<file path="src/rtl/vga_pkg.sv">
// rtl/vga_pkg.sv - 640x480@60 Hz timing constants and shared widths for the VGA timing generator.
package vga_pkg;

  localparam int VGA_H_VISIBLE = 640;
  localparam int VGA_H_FRONT   = 16;
  localparam int VGA_H_SYNC    = 96;
  localparam int VGA_H_BACK    = 48;
  localparam int VGA_H_TOTAL   = VGA_H_VISIBLE + VGA_H_FRONT + VGA_H_SYNC + VGA_H_BACK;

  localparam int VGA_V_VISIBLE = 480;
  localparam int VGA_V_FRONT   = 10;
  localparam int VGA_V_SYNC    = 2;
  localparam int VGA_V_BACK    = 33;
  localparam int VGA_V_TOTAL   = VGA_V_VISIBLE + VGA_V_FRONT + VGA_V_SYNC + VGA_V_BACK;

  localparam int COORD_W = 10;
  localparam int COLOR_W = 3;

  // Inclusive window test on a coordinate, bounds given in pixels/lines.
  function automatic logic in_window(input logic [COORD_W-1:0] pos, input int lo, input int hi);
    return (int'(pos) >= lo) && (int'(pos) <= hi);
  endfunction

endpackage

</file>
<file path="src/rtl/pixel_divider.sv">
// rtl/pixel_divider.sv - system-clock to pixel-rate divider producing a one-clock pixel_tick.
module pixel_divider #(
  parameter int CLK_DIV = 2
) (
  input  logic clk,
  input  logic rst_n,
  output logic pixel_tick
);

  localparam int DIV_W = $clog2(CLK_DIV);
  localparam logic [DIV_W-1:0] DIV_LAST = DIV_W'(CLK_DIV - 1);

  logic [DIV_W-1:0] div_cnt_q;
  logic [DIV_W-1:0] div_cnt_d;

  always_comb begin
    div_cnt_d = div_cnt_q + 1'b1;
    if (div_cnt_q == DIV_LAST) begin
      div_cnt_d = '0;
    end
  end

  always_ff @(posedge clk or negedge rst_n) begin
    if (!rst_n) begin
      div_cnt_q <= '0;
    end else begin
      div_cnt_q <= div_cnt_d;
    end
  end

  // Decoded from the registered count so the tick is low out of reset.
  assign pixel_tick = (div_cnt_q == DIV_LAST);

endmodule

</file>
<file path="src/rtl/vga_timing_gen.sv">
// rtl/vga_timing_gen.sv - VGA H/V counters, sync/blank decode and one-pixel colour/sync alignment stage.
module vga_timing_gen
  import vga_pkg::*;
#(
  parameter int CLK_DIV   = 2,
  parameter int H_VISIBLE = VGA_H_VISIBLE,
  parameter int H_FRONT   = VGA_H_FRONT,
  parameter int H_SYNC    = VGA_H_SYNC,
  parameter int H_BACK    = VGA_H_BACK,
  parameter int V_VISIBLE = VGA_V_VISIBLE,
  parameter int V_FRONT   = VGA_V_FRONT,
  parameter int V_SYNC    = VGA_V_SYNC,
  parameter int V_BACK    = VGA_V_BACK
) (
  input  logic               clk,
  input  logic               rst_n,
  input  logic [COLOR_W-1:0] rgb_in,
  output logic [COORD_W-1:0] HCount,
  output logic [COORD_W-1:0] VCount,
  output logic               pixel_tick,
  output logic               video_on,
  output logic               frame_start,
  output logic               hsync,
  output logic               vsync,
  output logic [COLOR_W-1:0] rgb_out
);

  localparam int H_TOTAL  = H_VISIBLE + H_FRONT + H_SYNC + H_BACK;
  localparam int V_TOTAL  = V_VISIBLE + V_FRONT + V_SYNC + V_BACK;
  localparam int HS_FIRST = H_VISIBLE + H_FRONT;
  localparam int HS_LAST  = HS_FIRST + H_SYNC - 1;
  localparam int VS_FIRST = V_VISIBLE + V_FRONT;
  localparam int VS_LAST  = VS_FIRST + V_SYNC - 1;

  logic [COORD_W-1:0] hcount_q, hcount_d;
  logic [COORD_W-1:0] vcount_q, vcount_d;
  logic               hsync_q, hsync_d;
  logic               vsync_q, vsync_d;
  logic [COLOR_W-1:0] rgb_q, rgb_d;
  logic               frame_start_q, frame_start_d;

  logic h_last, v_last, hs_win, vs_win;

  pixel_divider #(
    .CLK_DIV(CLK_DIV)
  ) u_pixel_divider (
    .clk       (clk),
    .rst_n     (rst_n),
    .pixel_tick(pixel_tick)
  );

  assign h_last   = (hcount_q == COORD_W'(H_TOTAL - 1));
  assign v_last   = (vcount_q == COORD_W'(V_TOTAL - 1));
  assign hs_win   = in_window(hcount_q, HS_FIRST, HS_LAST);
  assign vs_win   = in_window(vcount_q, VS_FIRST, VS_LAST);
  assign video_on = (int'(hcount_q) < H_VISIBLE) && (int'(vcount_q) < V_VISIBLE);

  always_comb begin
    hcount_d      = hcount_q;
    vcount_d      = vcount_q;
    hsync_d       = hsync_q;
    vsync_d       = vsync_q;
    rgb_d         = rgb_q;
    frame_start_d = 1'b0;
    if (pixel_tick) begin
      hcount_d = h_last ? '0 : hcount_q + 1'b1;
      if (h_last) begin
        vcount_d = v_last ? '0 : vcount_q + 1'b1;
      end
      frame_start_d = h_last && v_last;
      // Alignment stage: colour and syncs describe the pixel just left.
      rgb_d   = video_on ? rgb_in : '0;
      hsync_d = ~hs_win;
      vsync_d = ~vs_win;
    end
  end

  always_ff @(posedge clk or negedge rst_n) begin
    if (!rst_n) begin
      hcount_q      <= '0;
      vcount_q      <= '0;
      hsync_q       <= 1'b1;
      vsync_q       <= 1'b1;
      rgb_q         <= '0;
      frame_start_q <= 1'b0;
    end else begin
      hcount_q      <= hcount_d;
      vcount_q      <= vcount_d;
      hsync_q       <= hsync_d;
      vsync_q       <= vsync_d;
      rgb_q         <= rgb_d;
      frame_start_q <= frame_start_d;
    end
  end

  assign HCount      = hcount_q;
  assign VCount      = vcount_q;
  assign hsync       = hsync_q;
  assign vsync       = vsync_q;
  assign rgb_out     = rgb_q;
  assign frame_start = frame_start_q;

endmodule

</file>
<file path="config.mk">
export PLATFORM = sky130hd
export DESIGN_NAME = vga_timing_gen
export DESIGN_NICKNAME = d
export VERILOG_FILES = /design/src/rtl/vga_pkg.sv /design/src/rtl/pixel_divider.sv /design/src/rtl/vga_timing_gen.sv
export SDC_FILE = /design/constraint.sdc
export NUM_CORES = 1
export LEC_CHECK = 0
export BUFFER_PORTS_ARGS = -buffer_cell sky130_fd_sc_hd__buf_2
export CORE_ASPECT_RATIO = 1.4
export CORE_MARGIN = 2
export CORE_UTILIZATION = 52
export CTS_CLUSTER_SIZE = 10
export DETAILED_ROUTE_END_ITERATION = 6
export GPL_ROUTABILITY_DRIVEN = 0
export GPL_TIMING_DRIVEN = 0
export PLACE_DENSITY = 0.75
export SETUP_SLACK_MARGIN = 0.5
export SLEW_MARGIN = 20
export SYNTH_ARGS = -nofsm -noshare
export SYNTH_HDL_FRONTEND = slang
export SYNTH_SLANG_ARGS = --single-unit
</file>
<file path="constraint.sdc">
create_clock -name clk -period 2.4 [get_ports clk]
set_clock_uncertainty 0.1 [all_clocks]
set_input_delay 0.48 -clock clk [delete_from_list [all_inputs] [get_ports clk]]
set_output_delay 0.48 -clock clk [all_outputs]
set_load 0.005 [all_outputs]
</file>
# Yosys cells after proc, flatten, opt, wreduce, memory -nomap -nowiden
# Index checks and enable logic that the tools add are counted.
op_classes:
  addsub: 3
  magnitude_cmp: 6
  n_eq_ne: 2
  muxes: 5
  n_bitwise: 2
  n_reduce_logical: 5
ops:
  columns: ["operator", "n"]
  rows:
  - ["10-bit by 1-bit adder with 10-bit output (second input constant)", 2]
  - ["10-bit == test (second input constant)", 2]
  - ["10-bit two-way mux", 2]
  - ["10-bit greater-or-equal comparator (second input constant)", 1]
  - ["10-bit by 9-bit greater-or-equal comparator with 1-bit output (second input constant)", 1]
  - ["10-bit <= comparator (second input constant)", 1]
  - ["10-bit by 9-bit <= comparator with 1-bit output (second input constant)", 1]
  - ["10-bit < comparator (second input constant)", 1]
  - ["10-bit by 9-bit < comparator with 1-bit output (second input constant)", 1]
  - ["1-bit logical AND", 4]
  - ["3-bit two-way mux", 1]
  - ["1-bit two-way mux", 2]
  - ["1-bit inverter", 2]
  - ["2-bit AND reduction", 1]
  - ["1-bit adder (second input constant)", 1]
totals:
  regBits: 27
  in_bits: 5
  wordCells: 30

# Depth between registers and ports, before layout
# Gate-level depths: netlist (run 1).
depth:
  ltp_word: 3
  mapped_depth: 6
  ltp_nobuf: 6

# Hierarchy
# Synthesis (run 1) repeated with hierarchy kept, for this count alone.
hier_totals:
  cells_unflattened: 138
  hier_area_um2: 1377.6
by_module_without_submodules:
  columns: ["module", "n_inst", "cells_per_inst", "area_per_inst_um2"]
  rows:
  - ["vga_timing_gen", 1, 136, 1348.8]
  - ["pixel_divider", 1, 2, 28.8]

# Worst setup path after synthesis (run 1)
# Ideal clock, no wire load.
synth_path:
  kind: "register to register"
  startpoint: "register hcount_q[0], in the netlist HCount[0]"
  endpoint: "register vcount_q[9], in the netlist VCount[9]"
  setup_ns: 0.073
  arrival_time_ns: 1.536
  required_time_ns: 2.227
  setup_slack_ns: 0.691
  path_stages_with_launch: 6
  path_buffers: 0
  synth_period_minus_slack_ns: 1.709
  cell_sequence: "dfrtp_1 ha_1 and4_4 nand3_4 or4_4 a21oi_2"
synth_via:
  elab_chain_len: 2
synth_rtl:
  columns: ["element", "line_no", "source"]
  rows:
  - ["from (decl)", "vga_timing_gen.sv:35", "logic [COORD_W-1:0] hcount_q, hcount_d;"]
  - ["from (signal assigned)", "vga_timing_gen.sv:87", "hcount_q <= hcount_d;"]
  - ["10-bit == test", "vga_timing_gen.sv:52", "assign h_last = (hcount_q == COORD_W'(H_TOTAL - 1));"]
  - ["2-bit AND reduction (no line)", null, null]
  - ["to (signal assigned)", "vga_timing_gen.sv:88", "vcount_q <= vcount_d;"]
  - ["to (decl)", "vga_timing_gen.sv:36", "logic [COORD_W-1:0] vcount_q, vcount_d;"]
# Every way passes these cells.
# A chain may end at the register's enable or synchronous reset.

# Worst setup path after layout (run 1)
layout_path:
  startpoint: "register vcount_q[6], in the netlist VCount[6]"
  endpoint: "output port video_on"
layout_via:
  elab_chain_len: 2
layout_rtl:
  columns: ["element", "line_no", "source"]
  rows:
  - ["10-bit by 9-bit < comparator with 1-bit output", "vga_timing_gen.sv:56", "assign video_on = (int'(hcount_q) < H_VISIBLE) && (int'(vcount_q) < V_VISIBLE);"]
  - ["1-bit logical AND", "vga_timing_gen.sv:56", null]
  - ["to (decl)", "vga_timing_gen.sv:21", "output logic video_on,"]
# Every way passes these cells.

==> impl_metrics.env, run 1 <==
export IMPL_status="completed"
export IMPL_max_stage_delay_ps=410
export IMPL_ys_seq_elements=27
export IMPL_cp_arrival_ps=1290
export IMPL_ys_top_cells_by_count="dfrtp_1, nor2_1, nand3_1, nand2_1"
export IMPL_final_cells=213
export IMPL_nFillCells=211
export IMPL_tightest_slew_ps=576.4
export IMPL_n_antenna_cell=0
export IMPL_die_area_um2=3070
export IMPL_routed_via_density=5.516
export IMPL_place_area_um2=1577
export IMPL_final_util_pct=66.47
export IMPL_reg2regPathDepth=5
export IMPL_finalNetCount=188
export IMPL_wirelength_mm=3.017
export IMPL_core_um2=2560
export IMPL_yosysTopAreaCell="dfrtp_1"
export IMPL_power_leakage_uw=0.0008178
export IMPL_die_h_um=64.76
export IMPL_slew_limit_headroom_pct=61.57
export IMPL_yosysSeqAreaShare_pct=49.45
export IMPL_maxCapViolCount=0
export IMPL_htreeDepth=1
export IMPL_synth_top_cell_area_share_pct=45.62
export IMPL_vdd_drop_max_uv=300.3
export IMPL_powerDensity_nw_per_um2=394.5
export IMPL_port_buffers=32
export IMPL_cts_path_max_buffers=2
export IMPL_antenna_left=0
export IMPL_cts_clk_slew_worst_paths_ps=140
export IMPL_synth_edf_count=0
export IMPL_grt_pass1_vias=1166
export IMPL_initial_core_util_pct=53.57
export IMPL_min_period_over_period_pct=78.00
export IMPL_period_minus_slack_ps=1872
export IMPL_grt_max_degree=28
export IMPL_hold_ws_ps=28.65
export IMPL_avgRoutedWirePerCell_um=14.16
export IMPL_fmax_mhz=534.2
export IMPL_firstDrtPassIters=4
export IMPL_hold_class="input port to asynchronous set/reset pin"
export IMPL_cp_end_kind="output pin"
export IMPL_dp_cells=200
export IMPL_syn_nets=142
export IMPL_synth_distinct_cells=35
export IMPL_drt_initial_drc_count=24
export IMPL_ys_warn_count=0
export IMPL_hold_violations=0
export IMPL_path_cells="and3_4 -> nand2_4 -> nand3b_1 -> inv_1 -> buf_2"
export IMPL_grt_pass1_wl_mm=4.919
export IMPL_num_rows=22
export IMPL_drc=0
export IMPL_async_reset_ff_share_pct=100.0
export IMPL_cts_tree="yes"
export IMPL_io_pins=33
export IMPL_dp_hpwl_mm=2.068
export IMPL_cp_required_ps=1820
export IMPL_drive_gt1_share_pct=35.03
export IMPL_netlist_instances=132
export IMPL_cts_root_buffer="clkbuf_4"
export IMPL_cpMaxStageDelayCell="dfrtp_1"
export IMPL_num_vias=1175
export IMPL_final_max_slew_viol_count=0
export IMPL_overflow=0
export IMPL_synthTopCellsByArea="dfrtp_1, xnor2_1, ha_1, dfstp_2, nand3_1"
export IMPL_clock_sinks=27
export IMPL_finalSetupViolCount=0
export IMPL_cts_inserted_buffers=3
export IMPL_fin_area_um2=1702
export IMPL_critPathMaxFanout=2
export IMPL_avgSynthCellArea_um2=10.39
export IMPL_synthFlopType="dfrtp_1"
export IMPL_yosysMostFrequentCell="dfrtp_1"
export IMPL_clk_latency_ps=320
export IMPL_grt_usage_pct=21.74
export IMPL_die_x_um=47.40
export IMPL_antenna_found_initial=0
export IMPL_cp_start_kind="flop"
export IMPL_setup_tns_ps=0
export IMPL_rsz0062_at_grt="true"
export IMPL_syn_area_um2=1371
export IMPL_syn_to_final_growth_pct=24.09
export IMPL_critPathKind="flop to output pin"
==> per-stage QoR <==
step / setup slack, ps / total power [uW]
2_1_floorplan: 691.0 / 470.0
3_3_place_gp: 637.8 / 484.3
3_5_place_dp: 580.3 / 485.2
4_1_cts: 508.2 / 677.0
5_1_grt: 480.4 / 697.5
6_report: 527.9 / 671.3
==> kinds of logic after synthesis <==
kind of cell | after synthesis | synth area share (%)
AOI/OAI and AO/OA | 16 | 7.209
and+or+nand+nor | 61 | 27.10
xor gates and xnor gates | 12 | 7.664
DFF | 27 | 49.45
muxes | 1 | 0.7300
buffers and inverters | 10 | 3.284
adders and majority gates | 5 | 4.562
==> repair_timing <==
| action | CTS | global route |
|---|---|---|
| gates resized for setup | 3 | 7 |
| pin swaps | 1 | 3 |
| buffers inserted | 5 | 4 |
| hold endpoints to repair | 0 | 0 |
| hold buffers | 0 | 0 |
| endpoints found under the setup margin | 1 | 8 |
==> critical path, delay by kind of cell (launching register included) <==
kind	cells	cell delay, ps
and+or+nand+nor	3	390
buffers and inverters	2	170
DFF	1	410
==> power by group <==
group | internal, uW | total [uW] | switching [uW]
logic | 5.07 | 16.6 | 11.5
clock network | 65.1 | 196 | 131
registers | 458 | 459 | 1.32
==> layout make-up <==
| cell class | count | area (um^2) | share of cell area (%) |
|---|---|---|---|
| sequential | 27 | 681.9 | 40.07 |
| multi-input combinational | 95 | 675.6 | 39.71 |
| timing repair buffer | 41 | 227.7 | 13.38 |
| clock buffer | 4 | 26.28 | 1.544 |
| tap | 36 | 45.04 | 2.647 |
| inverter | 7 | 26.28 | 1.544 |
| buffer | 3 | 18.77 | 1.103 |
==> final timing paths <==
| check | from | to | slack (ps) |
|---|---|---|---|
| max | VCount[6] | video_on | 530 |
| min | rst_n | VCount[5] | 30 |
| max reg2reg | HCount[1] | VCount[9] | 600 |
| min reg2reg | hsync | hsync | 400 |
| min in group clk | rgb_in[1] | rgb_out[1] | 280 |
| max in group asynchronous | rst_n | HCount[7] | 1760 |
==> per-layer routing <==
metal / wire [um] / vias up / GRT usage, %
li1: - / 560 / -
met1: 1261 / 555 / 27.22
met2: 1570 / 56 / 34.97
met3: 148 / 4 / 2.786
met4: 36 / 0 / 11.11
met5: 0 / - / 0
==> cells in the final DEF, fill, tap and decap left out, types with 2 or more instances in the layout <==
master      n
clkbuf_1    2
and3_1      2
and4_1      2
nor2_1     10
o21ai_0     7
nor4b_1     2
nand3_1    10
dfstp_2     2
buf_4      11
dfrtp_2     3
nand4_1     6
nand3b_1    2
nor4_1      2
nand2_1     8
xnor2_1     8
nor3_1      4
buf_2      32
dfrtp_1    22
inv_1       7
ha_1        4
clkbuf_4    3
a21oi_1     2
xor2_1      4
o2bb2ai_1   3
==> flip-flops by register name (all words and copies together), names as in the netlist <==
name and count:
hsync 1, rgb_out 3, HCount 10, frame_start 1, vsync 1, VCount 10
u_pixel_divider.pixel_tick 1
(Power assumes the default switching activity.)
==> run 2, diff against run 1 <==
--- a/config.mk
+++ b/config.mk
@@ -5,15 +5,16 @@
 export SDC_FILE = /design/constraint.sdc
 export NUM_CORES = 1
 export LEC_CHECK = 0
+export ABC_AREA = 1
 export BUFFER_PORTS_ARGS = -buffer_cell sky130_fd_sc_hd__buf_2
 export CORE_ASPECT_RATIO = 1.4
 export CORE_MARGIN = 2
-export CORE_UTILIZATION = 52
+export CORE_UTILIZATION = 48
 export CTS_CLUSTER_SIZE = 10
 export DETAILED_ROUTE_END_ITERATION = 6
 export GPL_ROUTABILITY_DRIVEN = 0
 export GPL_TIMING_DRIVEN = 0
-export PLACE_DENSITY = 0.75
+export PLACE_DENSITY = 0.72
 export SETUP_SLACK_MARGIN = 0.5
 export SLEW_MARGIN = 20
 export SYNTH_ARGS = -nofsm -noshare
==> constraint.sdc (replaced) <==
create_clock -name clk -period 1.7 [get_ports clk]
set_clock_uncertainty 0.1 [all_clocks]
set_input_delay 0.34 -clock clk [delete_from_list [all_inputs] [get_ports clk]]
set_output_delay 0.34 -clock clk [all_outputs]
set_load 0.005 [all_outputs]
==> impl_metrics.env, run 2 <==
export IMPL_port_buffers=32
export IMPL_synth_distinct_cells=31
export IMPL_drive_gt1_share_pct=56.98
export IMPL_hold_class="input port to asynchronous set/reset pin"
export IMPL_netlist_instances=182
export IMPL_period_minus_slack_ps=1627
export IMPL_antenna_found_initial=0
export IMPL_final_max_slew_viol_count=0
export IMPL_wirelength_mm=4.917
export IMPL_cp_start_kind="flop"
export IMPL_powerDensity_nw_per_um2=418.9
export IMPL_grt_pass1_wl_mm=7.044
export IMPL_synthTopCellsByArea="dfrtp_1, nand2_1, nor2_1, nand3_1, ha_1"
export IMPL_rsz0062_at_grt="true"
export IMPL_p_clk_share_pct=35.6
export IMPL_status="finished, violations left"
export IMPL_intPower_uw=822.0
export IMPL_overflow=0
export IMPL_reg2regPathDepth=8
export IMPL_syn_nets=192
export IMPL_cts_path_max_buffers=2
export IMPL_pre_cts_slack_ps=-25.57
export IMPL_pwr_share_seq_pct=61.8
export IMPL_mostFrequentLayoutCells="nand2_1, buf_2, buf_6"
export IMPL_critPathKind="flop to output pin"
export IMPL_drc=0
export IMPL_power_leakage_uw=0.001209
export IMPL_grt_pass1_vias=1538
export IMPL_reg2reg_slack_ps=80
export IMPL_crit_start="HCount[7]"
export IMPL_ys_warn_count=0
export IMPL_place_area_um2=1733
export IMPL_yosysMostFrequentCell="nand2_1"
export IMPL_syn_area_um2=1521
export IMPL_crit_top_cell="nand2_2"
export IMPL_dp_hpwl_mm=2.391
export IMPL_finalSetupViolCount=0
export IMPL_n_antenna_cell=0
export IMPL_avgSynthCellArea_um2=8.360
export IMPL_cts_root_buffer="clkbuf_8"
export IMPL_syn_to_final_growth_pct=64.23
export IMPL_hold_violations=25
export IMPL_die_area_um2=3642
export IMPL_synthFlopType="dfrtp_1"
export IMPL_die_h_um=70.62
export IMPL_die_x_um=51.58
export IMPL_r2r_start="HCount[7]"
export IMPL_cp_required_ps=1260
export IMPL_num_rows=24
export IMPL_r2r_end="VCount[6]"
export IMPL_routed_via_density=5.260
export IMPL_power_total_uw=1047
export IMPL_initial_core_util_pct=49.67
export IMPL_cts_inserted_buffers=3
export IMPL_switching_share_pct=21.46
export IMPL_htreeDepth=1
export IMPL_yosysTopAreaCell="dfrtp_1"
export IMPL_final_cells=304
export IMPL_slew_limit_headroom_pct=57.92
export IMPL_avgRoutedWirePerCell_um=16.17
export IMPL_num_vias=1599
export IMPL_cts_tree="yes"
export IMPL_cts_clk_slew_worst_paths_ps=90
export IMPL_fin_area_um2=2499
export IMPL_hold_ws_ps=-26.07
export IMPL_drt_initial_drc_count=69
export IMPL_finalNetCount=276
export IMPL_dp_cells=253
export IMPL_tightest_slew_ps=631.3
export IMPL_maxCapViolCount=0
export IMPL_synth_edf_count=0
export IMPL_critPathCapture="video_on"
export IMPL_grt_max_degree=28
export IMPL_fmax_mhz=614.6
export IMPL_vdd_drop_max_uv=317.2
export IMPL_critical_path_top_delay_family="flip-flops"
export IMPL_synth_top_cell_area_share_pct=41.12
export IMPL_antenna_left=0
export IMPL_max_stage_delay_ps=440
export IMPL_firstDrtPassIters=4
export IMPL_clk_latency_ps=280
export IMPL_setup_ws_ps=72.88
export IMPL_grt_usage_pct=25.56
export IMPL_clock_sinks=27
export IMPL_worst_path_buf_inv=2
export IMPL_io_pins=33
export IMPL_cpMaxStageDelayCell="dfrtp_2"
export IMPL_critPathMaxFanout=2
export IMPL_path_cells="nand2_2 -> nand2_2 -> nor2_4 -> o21ai_2 -> inv_1 -> buf_2"
export IMPL_ys_top_cells_by_count="nand2_1, dfrtp_1, nor2_1, inv_1, nand3_1"
export IMPL_async_reset_ff_share_pct=100.0
export IMPL_comb_power_share_pct=2.6
export IMPL_nFillCells=184
export IMPL_final_common_cell="nand2_1"
export IMPL_min_period_over_period_pct=95.71
export IMPL_cp_end_kind="output pin"
export IMPL_core_um2=3063
export IMPL_path_depth=6
export IMPL_yosysSeqAreaShare_pct=44.57
export IMPL_cp_arrival_ps=1190
export IMPL_violations="hold timing"
export IMPL_ys_seq_elements=27
export IMPL_power_switching_uw=224.6
[run 2: timing repair]
| item | in CTS | in global routing |
|---|---|---|
| pin swaps | 11 | 11 |
| hold endpoints to repair | 24 | 0 |
| buffers inserted | 33 | 13 |
| cloned | 1 | 0 |
| endpoints found under the setup margin | 53 | 54 |
| resized for setup | 61 | 43 |
[run 2: final cells by class]
cell class	instances	area (um^2)	share of cell area, %
Buffer	3	25.02	1.002
Inverter	20	85.08	3.405
Clock buffer	4	45.04	1.803
Tap cell	39	48.80	1.953
Multi-Input combinational cell	132	954.7	38.21
Timing Repair Buffer	79	648.1	25.94
Sequential cell	27	691.9	27.69
[run 2: per-layer routing]
metal	share of wire, %	up-vias	track usage, %
met5	0	-	0
met4	2.6	0	10.82
met3	4.3	11	3.797
met2	56	62	46.72
met1	37	771	28.61
li1	-	755	-
[run 2: kinds of logic (layout without fill, tap and decap cells)]
family / after synthesis / after routing / share of synthesized area, %
xor+xnor: 10 / 10 / 5.757
flops: 27 / 27 / 44.57
buf+inv: 23 / 106 / 6.579
simple gates: 98 / 98 / 31.33
fa+ha+maj: 5 / 5 / 4.112
compound gates: 19 / 19 / 7.649
[run 2: how the worst min path moves through the flow]
stage,from,end,cells past startpoint
final,rst_n,HCount[2],1
after global routing,rst_n,HCount[4],1
after CTS,rst_n,HCount[8],1
after detailed placement,rst_n,HCount[1],1
after global placement,rst_n,HCount[2],1
after floorplan,rst_n,HCount[0],0
[run 2: power by group through the flow]
stage,Clock [uW],Combinational (uW),Sequential (uW)
after floorplan,0,2.65,660
after global placement,0,24.4,660
after detailed placement,0,25.5,660
after CTS,385,25.9,647
after global routing,395,31.2,647
final,372,26.9,647
[run 2: through the flow]
step,TNS (ps),utilization (%),hold WS (ps)
after floorplan,0,-,-55.59
after global placement,-89.24,56.58,286.1
after detailed placement,-53.86,56.58,297.2
after CTS,0,73.37,-4.407
after global routing,-19.74,81.58,21.51
final,0,81.58,-26.07
